### src/rtl/conv_job_scheduler_if.sv
// rtl/conv_job_scheduler_if.sv - host command channel, engine handshake and relocated memory address bundle
interface conv_job_scheduler_if #(
    parameter int ADDR_W = 12
) ();
    logic              cmd_valid;
    logic              cmd_ready;
    logic [ADDR_W-1:0] cmd_in_base;
    logic [ADDR_W-1:0] cmd_out_base;
    logic [ADDR_W-1:0] cmd_wgt_base;
    logic              eng_run;
    logic              eng_busy;
    logic [ADDR_W-1:0] eng_rd_addr;
    logic [ADDR_W-1:0] eng_wr_addr;
    logic [ADDR_W-1:0] eng_wmem_addr;
    logic [ADDR_W-1:0] sram_rd_addr;
    logic [ADDR_W-1:0] sram_wr_addr;
    logic [ADDR_W-1:0] wmem_rd_addr;

    modport slave (
        input  cmd_valid, cmd_in_base, cmd_out_base, cmd_wgt_base,
        input  eng_busy, eng_rd_addr, eng_wr_addr, eng_wmem_addr,
        output cmd_ready, eng_run, sram_rd_addr, sram_wr_addr, wmem_rd_addr
    );

    modport master (
        output cmd_valid, cmd_in_base, cmd_out_base, cmd_wgt_base,
        output eng_busy, eng_rd_addr, eng_wr_addr, eng_wmem_addr,
        input  cmd_ready, eng_run, sram_rd_addr, sram_wr_addr, wmem_rd_addr
    );
endinterface

### src/rtl/conv_job_scheduler.sv
// rtl/conv_job_scheduler.sv - queues conv jobs, launches the engine and relocates its memory addresses
module conv_job_scheduler #(
    parameter int FIFO_DEPTH    = 4,
    parameter int ADDR_W        = 12,
    parameter int START_TIMEOUT = 8,
    parameter int CNT_W         = 8
) (
    input  logic                     clk,
    input  logic                     reset_b,
    conv_job_scheduler_if.slave      bus,
    output logic                     job_done,
    output logic [CNT_W-1:0]         jobs_completed,
    output logic                     start_err,
    input  logic                     err_clr,
    output logic                     sched_busy
);
    localparam int PTR_W = $clog2(FIFO_DEPTH);
    localparam int TMR_W = $clog2(START_TIMEOUT + 1);
    localparam logic [PTR_W:0]   DEPTH_C = (PTR_W + 1)'(FIFO_DEPTH);
    localparam logic [TMR_W-1:0] TMR_LAST = TMR_W'(START_TIMEOUT - 1);

    typedef enum logic [2:0] {IDLE, LAUNCH, WAIT_START, RUN, DONE} state_t;

    typedef struct packed {
        logic [ADDR_W-1:0] in_base;
        logic [ADDR_W-1:0] out_base;
        logic [ADDR_W-1:0] wgt_base;
    } job_t;

    job_t             fifo_mem [FIFO_DEPTH];
    logic [PTR_W-1:0] wr_ptr_q, wr_ptr_d, rd_ptr_q, rd_ptr_d;
    logic [PTR_W:0]   count_q, count_d;
    state_t           state_q, state_d;
    job_t             active_q, active_d;
    logic [TMR_W-1:0] timer_q, timer_d;
    logic             eng_run_q, eng_run_d;
    logic             job_done_q, job_done_d;
    logic [CNT_W-1:0] jobs_q, jobs_d;
    logic             start_err_q, start_err_d;
    logic             full, empty, push, pop;

    assign full  = (count_q == DEPTH_C);
    assign empty = (count_q == '0);
    assign push  = bus.cmd_valid & ~full;
    assign pop   = (state_q == IDLE) & ~empty;

    // Payload storage needs no reset; occupancy is tracked by the pointers.
    always_ff @(posedge clk) begin
        if (push) begin
            fifo_mem[wr_ptr_q] <= '{bus.cmd_in_base, bus.cmd_out_base, bus.cmd_wgt_base};
        end
    end

    always_comb begin
        wr_ptr_d = push ? wr_ptr_q + 1'b1 : wr_ptr_q;
        rd_ptr_d = pop  ? rd_ptr_q + 1'b1 : rd_ptr_q;
        count_d  = count_q;
        if (push && !pop) begin
            count_d = count_q + 1'b1;
        end else if (!push && pop) begin
            count_d = count_q - 1'b1;
        end
    end

    always_comb begin
        state_d     = state_q;
        active_d    = active_q;
        timer_d     = timer_q;
        eng_run_d   = 1'b0;
        job_done_d  = 1'b0;
        jobs_d      = jobs_q;
        start_err_d = start_err_q & ~err_clr;
        case (state_q)
            IDLE: begin
                if (!empty) begin
                    active_d = fifo_mem[rd_ptr_q];
                    state_d  = LAUNCH;
                end
            end
            LAUNCH: begin
                eng_run_d = 1'b1;
                timer_d   = '0;
                state_d   = WAIT_START;
            end
            WAIT_START: begin
                if (bus.eng_busy) begin
                    state_d = RUN;
                end else if (timer_q == TMR_LAST) begin
                    // A timeout set overrides a simultaneous clear.
                    start_err_d = 1'b1;
                    state_d     = IDLE;
                end else begin
                    timer_d = timer_q + 1'b1;
                end
            end
            RUN: begin
                if (!bus.eng_busy) begin
                    state_d = DONE;
                end
            end
            DONE: begin
                job_done_d = 1'b1;
                if (jobs_q != '1) begin
                    jobs_d = jobs_q + 1'b1;
                end
                state_d = IDLE;
            end
            default: state_d = IDLE;
        endcase
    end

    always_ff @(posedge clk or negedge reset_b) begin
        if (!reset_b) begin
            wr_ptr_q    <= '0;
            rd_ptr_q    <= '0;
            count_q     <= '0;
            state_q     <= IDLE;
            active_q    <= '0;
            timer_q     <= '0;
            eng_run_q   <= 1'b0;
            job_done_q  <= 1'b0;
            jobs_q      <= '0;
            start_err_q <= 1'b0;
        end else begin
            wr_ptr_q    <= wr_ptr_d;
            rd_ptr_q    <= rd_ptr_d;
            count_q     <= count_d;
            state_q     <= state_d;
            active_q    <= active_d;
            timer_q     <= timer_d;
            eng_run_q   <= eng_run_d;
            job_done_q  <= job_done_d;
            jobs_q      <= jobs_d;
            start_err_q <= start_err_d;
        end
    end

    assign bus.cmd_ready    = ~full;
    assign bus.eng_run      = eng_run_q;
    assign bus.sram_rd_addr = active_q.in_base  + bus.eng_rd_addr;
    assign bus.sram_wr_addr = active_q.out_base + bus.eng_wr_addr;
    assign bus.wmem_rd_addr = active_q.wgt_base + bus.eng_wmem_addr;

    assign job_done       = job_done_q;
    assign jobs_completed = jobs_q;
    assign start_err      = start_err_q;
    assign sched_busy     = (state_q != IDLE) | ~empty;
endmodule

### src/flat_wrapper.sv
// flat-port wrapper written by rule: the top's interface ports become plain ports
module conv_job_scheduler_flat 
#(
    parameter int FIFO_DEPTH    = 4,
    parameter int ADDR_W        = 12,
    parameter int START_TIMEOUT = 8,
    parameter int CNT_W         = 8
)
  (clk, reset_b, job_done, jobs_completed, start_err, err_clr, sched_busy, bus_cmd_valid, bus_cmd_in_base, bus_cmd_out_base, bus_cmd_wgt_base, bus_eng_busy, bus_eng_rd_addr, bus_eng_wr_addr, bus_eng_wmem_addr, bus_cmd_ready, bus_eng_run, bus_sram_rd_addr, bus_sram_wr_addr, bus_wmem_rd_addr);
  conv_job_scheduler_if #(.ADDR_W(ADDR_W)) bus_i ();
  input  logic clk;
  input  logic reset_b;
  output logic job_done;
  output logic [CNT_W-1:0] jobs_completed;
  output logic start_err;
  input  logic err_clr;
  output logic sched_busy;
  input wire logic [$bits(bus_i.cmd_valid)-1:0] bus_cmd_valid;
  input wire logic [$bits(bus_i.cmd_in_base)-1:0] bus_cmd_in_base;
  input wire logic [$bits(bus_i.cmd_out_base)-1:0] bus_cmd_out_base;
  input wire logic [$bits(bus_i.cmd_wgt_base)-1:0] bus_cmd_wgt_base;
  input wire logic [$bits(bus_i.eng_busy)-1:0] bus_eng_busy;
  input wire logic [$bits(bus_i.eng_rd_addr)-1:0] bus_eng_rd_addr;
  input wire logic [$bits(bus_i.eng_wr_addr)-1:0] bus_eng_wr_addr;
  input wire logic [$bits(bus_i.eng_wmem_addr)-1:0] bus_eng_wmem_addr;
  output wire logic [$bits(bus_i.cmd_ready)-1:0] bus_cmd_ready;
  output wire logic [$bits(bus_i.eng_run)-1:0] bus_eng_run;
  output wire logic [$bits(bus_i.sram_rd_addr)-1:0] bus_sram_rd_addr;
  output wire logic [$bits(bus_i.sram_wr_addr)-1:0] bus_sram_wr_addr;
  output wire logic [$bits(bus_i.wmem_rd_addr)-1:0] bus_wmem_rd_addr;
  assign bus_i.cmd_valid = bus_cmd_valid;
  assign bus_i.cmd_in_base = bus_cmd_in_base;
  assign bus_i.cmd_out_base = bus_cmd_out_base;
  assign bus_i.cmd_wgt_base = bus_cmd_wgt_base;
  assign bus_i.eng_busy = bus_eng_busy;
  assign bus_i.eng_rd_addr = bus_eng_rd_addr;
  assign bus_i.eng_wr_addr = bus_eng_wr_addr;
  assign bus_i.eng_wmem_addr = bus_eng_wmem_addr;
  assign bus_cmd_ready = bus_i.cmd_ready;
  assign bus_eng_run = bus_i.eng_run;
  assign bus_sram_rd_addr = bus_i.sram_rd_addr;
  assign bus_sram_wr_addr = bus_i.sram_wr_addr;
  assign bus_wmem_rd_addr = bus_i.wmem_rd_addr;
  conv_job_scheduler #(.FIFO_DEPTH(FIFO_DEPTH), .ADDR_W(ADDR_W), .START_TIMEOUT(START_TIMEOUT), .CNT_W(CNT_W)) u_core (.clk(clk), .reset_b(reset_b), .bus(bus_i), .job_done(job_done), .jobs_completed(jobs_completed), .start_err(start_err), .err_clr(err_clr), .sched_busy(sched_busy));
endmodule
### config.mk
export PLATFORM = sky130hd
export DESIGN_NAME = conv_job_scheduler_flat
export DESIGN_NICKNAME = d
export VERILOG_FILES = /design/src/rtl/conv_job_scheduler_if.sv /design/src/rtl/conv_job_scheduler.sv /design/src/flat_wrapper.sv
export SDC_FILE = /design/constraint.sdc
export NUM_CORES = 1
export LEC_CHECK = 0
export CORE_ASPECT_RATIO = 0.5
export CORE_MARGIN = 1.5
export CORE_UTILIZATION = 55
export DETAILED_ROUTE_END_ITERATION = 10
export PLACE_DENSITY = 0.8
export SLEW_MARGIN = 20
export SYNTH_ARGS = -nofsm -noshare
export SYNTH_HDL_FRONTEND = slang
export SYNTH_SLANG_ARGS = --single-unit
### constraint.sdc
create_clock -name clk -period 4.2 [get_ports clk]
set_input_delay 1.05 -clock clk [delete_from_list [all_inputs] [get_ports clk]]
set_output_delay 1.05 -clock clk [all_outputs]
set_load 0.05 [all_outputs]
# After elaboration in Yosys (flattened, before gate mapping)
# Memories as Yosys holds them, arrays and structs flattened. A register that Yosys moved wholly into a read port is not among the register bits.
# Index checks and enable logic that the tools add are counted.
# op_classes
addsub	9
multipliers	0
div_mod_pow	0
magnitude_cmp	0
eq_ne	12
shift	0
mux	17
n_bitwise	7
n_reduce_logical	14
# op_table
operator	count
$add A12 B12 Y12	3
$mux W3	6
$pmux W3 S4	1
$add A8 B1 Y8 const B	1
$mux W4	2
$ne A2 B2 Y1 const B	4
$ne A8 B8 Y1 const B	1
$pmux W4 S2	1
$mux W1	7
$eq A3 B2 Y1 const B	2
$eq A3 B3 Y1 const B	2
$logic_not A3 Y1	2
$reduce_and A3 Y1	2
$add A2 B1 Y2 const B	2
$add A4 B1 Y4 const B	1
$eq A4 B3 Y1 const B	1
$reduce_and A2 Y1	2
$reduce_bool A2 Y1	2
$add A3 B1 Y3 const B	1
$and A1 B1 Y1	3
$eq A3 B1 Y1 const B	1
$logic_not A1 Y1	3
$ne A3 B2 Y1 const B	1
$not A1 Y1	3
4 further kinds	5
# word_totals
reg_bits	25
latch_bits	0
mem_bits_rw	144
mem_bits_ro	0
n_memories	1
# mem_list
memory	depth	width	rd	rd_ports_with_merged_regs	write_ports	line	source
u_core.fifo_mem	4	36	1	1	1	conv_job_scheduler.sv:30	job_t fifo_mem [FIFO_DEPTH];

# Longest topological paths before layout
# depth
depth_word	7
ltp_mapped	11
mapped_depth_nobuf	9

# Worst setup path before layout
# Ideal clock, no wire load.
# synth_timing
path_kind	input to output
startpoint	in bus_eng_rd_addr[0]
endpoint	out bus_sram_rd_addr[8]
t_arrival_ns	3.284
setup_slack_ns	-0.134
cell_stages	7
path_cell_list	ha_1 > fa_1 > a211oi_1 > o21bai_1 > a2111oi_0 > nor3_1 > xor2_1
# synth_via
elab_chain_cells	1
# synth_lines
item	line	source
start, declared	flat_wrapper.sv:23	input wire logic [$bits(bus_i.eng_rd_addr)-1:0] bus_eng_rd_addr;
$add A12 B12 Y12	conv_job_scheduler.sv:140	assign bus.sram_rd_addr = active_q.in_base + bus.eng_rd_addr;
end, declared	flat_wrapper.sv:28	output wire logic [$bits(bus_i.sram_rd_addr)-1:0] bus_sram_rd_addr;
# No other way between the ends.

# Worst setup path in the final report
# layout_timing
startpoint	in bus_eng_wr_addr[2]
endpoint	out bus_sram_wr_addr[11]
# layout_via
elab_chain_cells	1
# layout_lines
item	line	source
start, declared	flat_wrapper.sv:24	input wire logic [$bits(bus_i.eng_wr_addr)-1:0] bus_eng_wr_addr;
$add A12 B12 Y12	conv_job_scheduler.sv:141	assign bus.sram_wr_addr = active_q.out_base + bus.eng_wr_addr;
end, declared	flat_wrapper.sv:29	output wire logic [$bits(bus_i.sram_wr_addr)-1:0] bus_sram_wr_addr;
# No other way between the ends.

==> flow_metrics.py <==
metrics = {
    "status": {
        "status": "completed",
    },
    "floorplan": {
        "chipWidth_um": 186,
        "rows": 33,
        "dieArea_mm2": 0.0176,
        "ios": 126,
        "die-height_um": 94.4,
        "initial_core_util_pct": 56.2,
        "fp.coreArea_mm2": 0.0164,
    },
    "power_and_ir_drop": {
        "power.density_mw_per_mm2": 930,
        "swShare_pct": 39.1,
        "internal_power_mw": 6.86,
        "p_comb_share_pct": 56.7,
        "p_clk_share_pct": 15.1,
        "p_leak_nw": 4.54,
        "p_switching_mw": 4.41,
        "pwr-share-seq_pct": 28.2,
        "ir_drop_mv": 0.725,
    },
    "synth": {
        "synthArstFlopShare_pct": 29.8,
        "ys_seq_elements": 205,
        "synth-edff-count": 144,
        "synth_cells": 548,
        "avgSynthCellArea_um2": 16.8,
        "yosysWarnings": 0,
        "synth_cell_types": 52,
        "yosys_most_used_dff": "edfxtp_1",
        "synth_seq_area_share_pct": 63.6,
        "synthesis.nets": 669,
        "syn_area_mm2": 0.00920,
    },
    "sta": {
        "relSlewSlack_pct": 33.7,
        "post-route-period-util_pct": 98.7,
        "fin_tns_setup_ns": 0,
        "finalCriticalPeriod_ns": 4.14,
        "setup_ws_ns": 0.0551,
        "fmax_ghz": 0.241,
        "finalHoldViolCount": 0,
        "final-max-slew-violation-count": 0,
        "rsz0062_at_grt": "yes",
        "setup_viol": 0,
        "fin_skew_ns": 0.00693,
        "worstMarginPinSlew_ns": 0.994,
    },
    "final_layout": {
        "area_delta_synth_final_pct": 31.8,
        "layout_commonest_cell": "edfxtp_1",
        "num-fill-cells": 1016,
        "antenna_cells": 0,
        "fin_area_mm2": 0.0121,
        "final_cells": 952,
        "drive_above_1_share_pct": 30.9,
        "final_nets": 833,
        "final_cell_mix": "edfxtp_1 (144), clkdlybuf4s50_1 (79), dfrtp_1 (59)",
    },
    "setup_path": {
        "crit_chain": "clkdlybuf4s50_1 > ha_4 > and3_4 > a2111oi_4 > a21oi_2 > a41oi_2 > xnor2_2 > buf_12",
        "cp_slowest_stage_delay_ns": 0.53,
        "rr_worst_depth": 7,
        "critical_path.max_fanout": 3,
        "worst_path_max_delay_cell": "clkdlybuf4s50_1",
        "critPathLaunchType": "primary input",
        "r2r_setup_slack_ns": 1.65,
        "end_kind": "output pin",
        "required_ns": 3.15,
        "r2r-start": "u_core.state_q[1]",
        "crit_arrival_ns": 3.09,
        "r2r-end": "u_core.count_q[1]",
        "worstSetupPathType": "in -> out",
    },
    "hold_path": {
        "min_to": "u_core.active_q[22]",
        "min_from": "u_core.active_q[22]",
        "min_path_type": "reg -> reg",
        "whs_path_depth": 1,
    },
    "clock_tree": {
        "clock_latency_ns": 0.49,
        "cts_tree": "yes",
        "path_clk_slew_ns": 0.06,
        "numCtsBuffers": 19,
        "htreeDepth": 1,
        "cts_root_buffer": "clkbuf_16",
        "cts_buffer_depth": 3,
        "clock_sinks": 205,
    },
    "global_route": {
        "grt_start_max_net_pins": 40,
        "grt_overflow": 0,
        "grt_pass1_wl_mm": 28.5,
        "grtUsageTotal_pct": 21.5,
        "grt_pass1_vias": 5579,
        "grt_antenna_before_repair": 0,
    },
    "detailed_routing": {
        "avgRoutedWirePerCell_um": 19.3,
        "drt-initial-drc-count": 270,
        "vias": 5341,
        "drc": 0,
        "firstDrtPassIters": 4,
        "wl_mm": 18.4,
        "vias_per_cell": 5.61,
        "ant_nets": 0,
    },
    "placement": {
        "place_area_mm2": 0.0112,
        "gp_congestion": 0.803,
        "post-place-ws_ns": -0.378,
        "io_buffers": 125,
        "dp.final_hpwl_mm": 12.2,
        "place_inst": 913,
    },
    "run": {
        "drv_cap": 0,
    },
}
cell usage after synthesis (all sizes together), types with 2 or more instances:
cell     instances  area, um^2
edfxtp         144        4320
dfrtp           61        1530
ha              40         500
mux2            38         428
mux4            36         811
xnor2           31         272
a21oi           28         148
nand2           16        62.6
xor2            15         131
nand3           14        70.1
nor2            13        48.8
o21ai           11        55.1
buf             10        70.1
inv             10        37.5
a21o             8        60.1
and3             8        60.1
nand4            7        43.8
nor3             7        40.0
a2111oi          5        81.3
and2             5        31.3
clkbuf           5        18.8
or3              5        31.3
a211oi           4        30.0
fa               4        80.1
o21bai           3        22.5
a21boi           2        15.0
a31oi            2        18.8
a41oi            2        32.5
nor4b            2        32.5
o21a             2        15.0
timing repair:
item                                    in CTS  in global routing
pin swaps                                   28                 19
endpoints found under the setup margin      11                 11
setup buffers                                4                  1
hold buffers                                 0                  0
resized for setup                           29                 24
layer usage:
layer | wire, um | track usage (%) | vias to the layer above
met1 | 7720 | 28.2 | 2701
met3 | 1100 | 4.32 | 24
met2 | 9300 | 37.3 | 147
met5 | 0 | 0 | -
li1 | - | - | 2469
met4 | 276 | 4.84 | 0
critical path, delay by kind of cell:
kind	cells	cell delay [ns]
compound gates	3	0.81
buf+inv	2	0.69
fa+ha+maj	1	0.23
simple gates	1	0.16
xor+xnor	1	0.16
area by class of cell:
cell class	instances	area [um^2]	area share, %
Tap cell	227	284	2.34
Clock inverter	7	66.3	0.547
Clock buffer	27	557	4.59
Sequential cell	205	5850	48.3
Multi-Input combinational cell	318	3500	28.9
Inverter	10	37.5	0.310
Timing Repair Buffer	158	1820	15.0
power groups by stage:
stage / Sequential [mW] / Clock, mW / Combinational [mW]
after detailed placement: 3.20 / 0 / 6.10
after floorplan: 3.03 / 0 / 3.77
after CTS: 3.17 / 1.74 / 6.29
after global placement: 3.16 / 0 / 6.00
final: 3.18 / 1.70 / 6.39
after global routing: 3.25 / 1.81 / 6.75
how the worst max path moves through the flow:
| stage | to | from | cells past startpoint |
|---|---|---|---|
| floorplan | bus_sram_rd_addr[8] | bus_eng_rd_addr[0] | 7 |
| global placement | bus_sram_rd_addr[8] | bus_eng_rd_addr[0] | 9 |
| detailed placement | bus_wmem_rd_addr[10] | bus_eng_wmem_addr[0] | 9 |
| CTS | bus_sram_wr_addr[8] | bus_eng_wr_addr[0] | 9 |
| global route | bus_sram_wr_addr[8] | bus_eng_wr_addr[0] | 9 |
| finish | bus_sram_wr_addr[11] | bus_eng_wr_addr[2] | 8 |
stage by stage:
step | total power, mW | utilization [%] | hold slack [ns]
2_1_floorplan | 6.80 | - | 0.462
3_5_place_dp | 9.30 | 68.4 | 0.481
6_report | 11.3 | 74.1 | 0.486
3_3_place_gp | 9.16 | 68.4 | 0.474
4_1_cts | 11.2 | 73.0 | 0.494
5_1_grt | 11.8 | 74.1 | 0.527
cell families (layout without fill, tap and decap cells):
group,after synthesis,after routing,synth area share (%)
AND/OR/NAND/NOR,82,82,5.16
multiplexers,74,74,13.5
AO/OA/AOI/OAI,72,72,5.69
flip-flops,205,205,63.6
buffers and inverters,25,202,1.37
adder cells (fa/ha/maj),44,44,6.31
XOR/XNOR,46,46,4.38
registers in the layout (all words and copies together), names as in the netlist:
signal	flops
u_core.timer_q	4
u_core.count_q	3
u_core.start_err	1
u_core.bus.eng_run	1
u_core.rd_ptr_q	2
u_core.jobs_completed	8
u_core.fifo_mem	144
u_core.wr_ptr_q	2
u_core.job_done	1
u_core.active_q	36
u_core.state_q	3
Power figures use the tool's default switching activity.
